--- src/rtl/baseline_pkg.sv ---
// Shared helpers for the baseline tracker: sum width, LFSR step and signed clamp.
package baseline_pkg;

  function automatic int sum_width(input int dw, input int log2_depth);
    return dw + log2_depth + 1;
  endfunction

  // Right-shift Galois step; taps only reach bits [w-2:0]. A zero result reloads the seed.
  function automatic logic [31:0] lfsr_next(input logic [31:0] r, input logic [31:0] taps,
                                            input logic [31:0] seed, input int w);
    logic [31:0] mask;
    logic [31:0] n;
    mask = (32'd1 << (w - 1)) - 32'd1;
    n = (r >> 1) ^ (r[0] ? (taps & mask) : 32'd0);
    return (n == 32'd0) ? seed : n;
  endfunction

  function automatic int sat_dw(input int v, input int dw);
    int hi;
    int lo;
    hi = (1 << (dw - 1)) - 1;
    lo = -(1 << (dw - 1));
    if (v > hi) return hi;
    if (v < lo) return lo;
    return v;
  endfunction

endpackage

--- src/rtl/baseline_lfsr_timer.sv ---
// Random-interval sample timer: counts valid beats up to the LFSR value r, then steps r.
module baseline_lfsr_timer
  import baseline_pkg::*;
#(
  parameter int                LFSR_W    = 16,
  parameter logic [LFSR_W-1:0] LFSR_TAPS = 16'h6800,
  parameter int                SEED      = 10
) (
  input  logic              clk,
  input  logic              rst,
  input  logic              in_valid,
  output logic              sample_evt,
  output logic [LFSR_W-1:0] r
);

  logic [LFSR_W-1:0] cnt;

  assign sample_evt = in_valid && (cnt == r);

  always_ff @(posedge clk) begin
    if (rst) begin
      cnt <= '0;
      r   <= LFSR_W'(SEED);
    end else if (sample_evt) begin
      cnt <= '0;
      r   <= LFSR_W'(lfsr_next(32'(r), 32'(LFSR_TAPS), 32'(SEED), LFSR_W));
    end else if (in_valid) begin
      cnt <= cnt + 1'b1;
    end
  end

endmodule

--- src/rtl/baseline_tracker.sv ---
// Moving-average baseline estimator/subtractor for a signed sample stream.
// Optional pulse gating is built when BLR_PULSE_GATE_EN is defined.
module baseline_tracker
  import baseline_pkg::*;
#(
  parameter int                DW         = 14,
  parameter int                LOG2_DEPTH = 8,
  parameter int                LFSR_W     = 16,
  parameter logic [LFSR_W-1:0] LFSR_TAPS  = 16'h6800,
  parameter int                SEED       = 10,
  parameter int                GATE_THR   = 512
) (
  input  logic                     clk,
  input  logic                     rst,
  input  logic                     in_valid,
  input  logic signed [DW-1:0]     in_data,
  input  logic                     freeze,
  output logic                     out_valid,
  output logic signed [DW-1:0]     out_data,
  output logic signed [DW-1:0]     baseline,
  output logic                     warm,
  output logic [LFSR_W-1:0]        lfsr_out
);

  localparam int N  = 1 << LOG2_DEPTH;
  localparam int SW = sum_width(DW, LOG2_DEPTH);

  logic                   sample_evt;
  logic signed [DW-1:0]   mem [N];
  logic [LOG2_DEPTH-1:0]  wp;
  logic [LOG2_DEPTH:0]    fill;
  logic signed [SW-1:0]   sum;
  logic signed [SW-1:0]   in_ext;
  logic signed [SW-1:0]   old_ext;
  int                     diff;
  logic                   gate_ok;
  logic                   accept;

  baseline_lfsr_timer #(
    .LFSR_W   (LFSR_W),
    .LFSR_TAPS(LFSR_TAPS),
    .SEED     (SEED)
  ) u_timer (
    .clk       (clk),
    .rst       (rst),
    .in_valid  (in_valid),
    .sample_evt(sample_evt),
    .r         (lfsr_out)
  );

  // fill saturates at N, so its top bit alone marks a full window
  assign warm     = fill[LOG2_DEPTH];
  assign baseline = warm ? DW'(sum >>> LOG2_DEPTH) : '0;
  assign in_ext   = SW'(in_data);
  assign old_ext  = warm ? SW'(mem[wp]) : '0;
  assign diff     = int'(in_data) - int'(baseline);

`ifdef BLR_PULSE_GATE_EN
  assign gate_ok = !warm || (((diff < 0) ? -diff : diff) <= GATE_THR);
`else
  logic gate_unused;
  assign gate_unused = ^GATE_THR;
  assign gate_ok     = 1'b1;
`endif

  assign accept = sample_evt && !freeze && gate_ok;

  // Buffer contents are never cleared; fill masks stale entries.
  always_ff @(posedge clk) begin
    if (accept) mem[wp] <= in_data;
  end

  always_ff @(posedge clk) begin
    if (rst) begin
      wp        <= '0;
      fill      <= '0;
      sum       <= '0;
      out_valid <= 1'b0;
      out_data  <= '0;
    end else begin
      if (accept) begin
        sum <= sum + in_ext - old_ext;
        wp  <= wp + 1'b1;
        if (!warm) fill <= fill + 1'b1;
      end
      out_valid <= in_valid;
      if (in_valid) out_data <= DW'(sat_dw(diff, DW));
    end
  end

endmodule

--- config.mk ---
export PLATFORM = sky130hd
export DESIGN_NAME = baseline_tracker
export DESIGN_NICKNAME = d
export VERILOG_FILES = /design/src/rtl/baseline_pkg.sv /design/src/rtl/baseline_lfsr_timer.sv /design/src/rtl/baseline_tracker.sv
export SDC_FILE = /design/constraint.sdc
export NUM_CORES = 2
export LEC_CHECK = 0
export ABC_AREA = 1
export CELL_PAD_IN_SITES_DETAIL_PLACEMENT = 1
export CELL_PAD_IN_SITES_GLOBAL_PLACEMENT = 1
export CORE_MARGIN = 8
export CORE_UTILIZATION = 49
export CTS_CLUSTER_SIZE = 28
export DETAILED_ROUTE_END_ITERATION = 12
export GPL_TIMING_DRIVEN = 1
export PLACE_DENSITY_LB_ADDON = 0.1
export SETUP_SLACK_MARGIN = 0.15
export SLEW_MARGIN = 40
export SYNTH_ARGS = -nofsm -noshare
export SYNTH_HDL_FRONTEND = slang
export SYNTH_HIERARCHICAL = 1
export SYNTH_SLANG_ARGS = --single-unit
--- constraint.sdc ---
create_clock -name clk -period 9.5 [get_ports clk]
set_clock_uncertainty 0.05 [all_clocks]
set_input_delay 1.9 -clock clk [delete_from_list [all_inputs] [get_ports clk]]
set_output_delay 1.9 -clock clk [all_outputs]
set_load 0.01 [all_outputs]
# Word level (Yosys, flattened, before mapping)
# Memories as Yosys holds them, arrays and structs flattened. A register that Yosys moved wholly into a read port is not among the register bits.
# Index checks and enable logic that the tools add are counted.
[totals]
register_bits = 87
n_memories = 1
ramBits = 3584
[op_classes]
n_bitwise = 2
addsub = 6
n_lt_le_gt_ge = 2
eq_ne = 1
muxes = 20
n_reduce_logical = 6
[memory_table]
columns = ["memory", "words", "word_bits", "read_ports", "rd_ports_with_merged_regs", "wr", "line", "rtl"]
rows = [
  ["mem", 256, 14, 1, 1, 1, "baseline_tracker.sv:29", "logic signed [DW-1:0] mem [N];"],
]
[op_table]
columns = ["operator", "n"]
rows = [
  ["two-way mux 14 bit", 4],
  ["logical NOT 32 bit", 1],
  ["adder 23 x 14 -> 23 bit", 1],
  ["two-way mux 23 bit", 1],
  ["subtractor 23 bit", 1],
  ["adder 16 x 1 -> 16 bit, second input constant", 1],
  ["equality test 16 bit", 1],
  ["two-way mux 16 bit", 1],
  ["two-way mux 8 bit", 2],
  ["greater-than comparator 15 x 14 -> 1 bit, second input constant", 1],
  ["< comparator 15 x 14 -> 1 bit, second input constant", 1],
  ["two-way mux 15 bit", 1],
  ["subtractor 14 x 14 -> 15 bit", 1],
  ["bitwise XOR 15 bit", 1],
  ["two-way mux 13 bit", 1],
  ["adder 9 x 1 -> 9 bit, second input constant", 1],
  ["two-way mux 1 bit", 9],
  ["two-way mux 9 bit", 1],
  ["adder 8 x 1 -> 8 bit, second input constant", 1],
  ["logical AND 1 bit", 2],
  ["AND reduction 2 bit", 1],
  ["OR reduction 2 bit", 1],
  ["logical NOT 1 bit", 1],
  ["inverter 1 bit", 1],
]

# Longest topological paths before layout
[depth]
word_depth = 11
ltp_mapped = 29
ltp_nobuf = 25

# Modules after synthesis
# The synthesis kept the hierarchy.
[by_module_without_submodules]
columns = ["module", "n_inst", "area_each_um2", "cells_each"]
rows = [
  ["baseline_tracker", 1, 149244.4, 12649],
  ["baseline_lfsr_timer", 1, 1858.0, 311],
]

# Worst setup path before layout
# No wires, ideal clock.
[synth_path]
path_type = "in2reg"
start = "in in_valid"
end = "mem mem[127][0], enable pin"
stages = 16
t_arrival_ns = 4.111
slack_ns = 4.936
path_cell_list = "inv_2 -> nor2_2 -> nand2_1 -> nor2_1 -> nand2_1 -> nor2_1 -> nand2_1 -> inv_1 -> inv_1 -> nor2_4 -> nand2_1 -> nor2_1 -> inv_1 -> nor2_1 -> inv_1 -> nor3_1"
[synth_between]
elab_chain_cells = 4
[synth_rtl]
columns = ["element", "line", "rtl"]
rows = [
  ["start: declaration", "baseline_tracker.sv:15", "input logic in_valid,"],
  ["logical AND 1 bit", "baseline_lfsr_timer.sv:18", "assign sample_evt = in_valid && (cnt == r);"],
  ["net sample_evt", "baseline_tracker.sv:28", "logic sample_evt;"],
  ["logical AND 1 bit", "baseline_tracker.sv:66", "assign accept = sample_evt && !freeze && gate_ok;"],
  ["two-way mux 1 bit", "baseline_tracker.sv:70", "if (accept) mem[wp] <= in_data;"],
  ["two-way mux 1 bit (not written as such)", "baseline_tracker.sv:70", ""],
  ["end: declaration", "baseline_tracker.sv:29", ""],
]
# The timed path passes the listed nets, and every way through them passes these cells.

==> metrics.yaml <==
logic_synthesis:
  synth-warning-count: 6
  synth_cells: 12960
  synth-seq-cells: 3677
  avgSynthCellArea_um2: 11.66
  synth_ff_type: "edfxtp_1"
  synth-async-reset-ratio_pct: 0
  synth_cell_types: 42
  syn_area_um2: 151100
  syn_nets: 13040
  synth_edf_count: 3584
  ys_seq_area_share_pct: 72.46
place:
  io_buffers: 62
  post-dp-hpwl_mm: 291.0
  gp_congestion: 0.9062
global_route:
  grt_usage_pct: 29.62
  overflow: 0
  grt_pass1_wl_mm: 721.5
  grt_pass1_vias: 106400
  grt_max_degree: 174
  antenna_found_initial: 17
clock_network:
  hold_buffers: 0
  cts_tree: "done"
  cts.repair.resized: 0
  cts_inserted_buffers: 387
  root_buffer: "clkbuf_16"
  numClockSinks: 3677
  clk_latency_ps: 950
  cts_setup_buffers: 0
  cts-htree-levels: 5
  clk_pin_slew_ps: 60
  clockBufferDepth: 4
detailed_routing:
  wl_per_cell_um: 28.60
  ant_nets: 0
  vias: 104300
  first_iter_violations: 11880
  detail_route.vias_per_cell: 6.025
  first_pass_iters: 9
  routed_wl_mm: 495.2
  route.detailed.drc: 0
floorplanning:
  initial_core_util_pct: 49.09
  die_w_um: 571.3
  fp.dieH_um: 571.3
  core_um2: 307800
  die-area_um2: 326400
  num_rows: 204
  io_pins: 64
critical_path:
  cp_num_buf_inv: 4
  cpPeakStageDelay_ps: 760
  cpMostUsedCell: "nand2_1"
  critical_path_class: "flop to flop"
  startpoint_type: "flop"
  crit_path_top_delay_cell: "dfxtp_4"
  path_delay_family: "simple AND/OR/NAND/NOR gates"
  arrival_ps: 7960
  critPathMaxFanout: 146
  end_kind: "flop"
  cp.required_ps: 10260
flow_run:
  drv_cap: 0
timing:
  tns_ps: 0
  slew_viol_final: 0
  fmax_mhz: 138.9
  final-setup-viol-count: 0
  min_period_ps: 7201
  finalCritPeriodShare_pct: 75.81
  rsz0062_at_grt: "false"
  hold_slack_ps: 432.6
  worst_slew_pin_slew_ps: 1010
  slew_headroom_pct: 32.69
  finalHoldViolations: 0
pwr:
  vdd_drop_max_mv: 0.1939
  powerDensity_nw_per_um2: 196.6
  leakagePower_nw: 58.69
final_layout:
  synthToLayoutAreaGrowth_pct: 11.78
  final-seq-area_um2: 109500
  final_nets: 12950
  final.fill_count: 31430
  multi_input_area_um2: 37300
  final_layout_size_suffix_gt1_share_pct: 8.028
hold_path:
  hold_class: "flop to flop"
  timing.hold.worst.start: "fill[3]"
outcome:
  outcome: "completed"
## routing by layer
| metal | track usage, % | part of all wire, % |
|---|---|---|
| met1 | 41.80 | 42 |
| met2 | 47.05 | 46 |
| met3 | 4.337 | 7.9 |
| met4 | 11.05 | 4.2 |
| met5 | 0 | 0.0026 |
## final cells by class
| type | count | area share [%] |
|---|---|---|
| sequential | 3677 | 64.83 |
| multi-input combinational | 8229 | 22.08 |
| clock buffer | 489 | 6.116 |
| tap | 4120 | 3.052 |
| timing repair buffer | 360 | 2.285 |
| clock inverter | 227 | 1.132 |
| inverter | 209 | 0.4963 |
| antenna | 2 | 0.002963 |
## layout by cell type (no fill, tap or decap), types with 5 or more instances in the layout
cell type | netlist | routed
inv_2 | 18 | 16
buf_12 | 0 | 45
xor2_1 | 22 | 22
clkbuf_1 | 241 | 87
nand2_2 | 1 | 19
buf_8 | 0 | 17
buf_6 | 29 | 12
inv_6 | 1 | 9
ha_1 | 43 | 43
dfxtp_1 | 93 | 87
o21ai_0 | 109 | 109
buf_16 | 0 | 15
nand4_1 | 16 | 16
nor2_2 | 3 | 116
clkinv_1 | 4 | 96
clkinvlp_4 | 0 | 12
clkdlybuf4s50_1 | 0 | 48
clkinv_2 | 0 | 75
nor3_1 | 12 | 10
xnor2_1 | 10 | 10
a21oi_1 | 120 | 119
inv_1 | 186 | 184
buf_4 | 77 | 223
nand2_1 | 3852 | 3828
nand3_1 | 3472 | 3471
o22ai_1 | 22 | 22
clkbuf_16 | 0 | 397
edfxtp_1 | 3584 | 3584
clkbuf_8 | 0 | 5
nand2_4 | 1 | 7
nand3b_1 | 5 | 5
bufinv_16 | 0 | 26
nor2_4 | 3 | 34
fa_1 | 22 | 22
dfxtp_4 | 0 | 5
nor2_1 | 492 | 348
## final timing paths
kind	end	cells after the start	slack, ps
worst max-delay path	sum[10]	26	2300
worst min register to register	fill[3]	1	430
worst max register to register	sum[10]	26	2300
worst min-delay path	fill[3]	1	430
## flip-flops by register name (all words and copies together), names as in the netlist, named ones only
name         count
wp               8
u_timer/r       15
fill             9
u_timer/cnt     16
out_data        14
out_valid        1
sum             22
mem           3584
## power breakdown
group,internal [mW],switching (mW)
clock,8.41,6.42
combinational,0.0957,0.489
sequential,17.8,0.00388
total,26.3,6.91
## kinds of logic after synthesis
kind of cell / Yosys count / synth area share [%]
and+or+nand+nor: 7863 / 22.49
DFF: 3677 / 72.46
buffers and inverters: 1054 / 3.280
AOI/OAI and AO/OA: 268 / 0.9324
adders and majority gates: 65 / 0.6475
xor gates and xnor gates: 32 / 0.1855
other: 1 / 0.002482
## per-stage QoR
step / setup WS, ps / util [%] / cell area, um^2 / instances / power [mW]
5_1_grt: 1964 / 54.87 / 168900 / 17310 / 33.93
6_report: 2299 / 54.87 / 168900 / 17310 / 33.21
2_1_floorplan: 4936 / - / 151100 / 12960 / 18.26
3_5_place_dp: 2579 / 50.77 / 156300 / 16580 / 18.71
4_1_cts: 2525 / 54.75 / 168500 / 17300 / 33.35
3_3_place_gp: 2238 / 50.50 / 155400 / 16570 / 18.69
## synth_stat cells (2+ instances only)
master	number	area [um^2]
inv_1	186	698.2
dfxtp_1	93	1862
inv_2	18	67.56
xor2_1	22	192.7
a31oi_1	2	12.51
nand3_1	3472	17380
a21boi_0	2	15.01
xnor2_1	10	87.58
fa_1	22	440.4
a21o_1	4	30.03
buf_2	390	1952
o211ai_1	2	15.01
nor3_1	12	60.06
ha_1	43	538.0
buf_1	108	405.4
nand2_1	3852	14460
nand3b_1	5	37.54
nor3b_1	2	15.01
a21oi_1	120	600.6
nand4_1	16	100.1
edfxtp_1	3584	107600
clkbuf_1	241	904.6
o21bai_1	3	22.52
nor2_4	3	33.78
nor2_1	492	1847
o22ai_1	22	137.6
nor2_2	3	18.77
nor4_1	2	12.51
buf_4	77	578.1
buf_6	29	326.6
o21ai_0	109	545.5
clkinv_1	4	15.01
(Power assumes the default switching activity.)
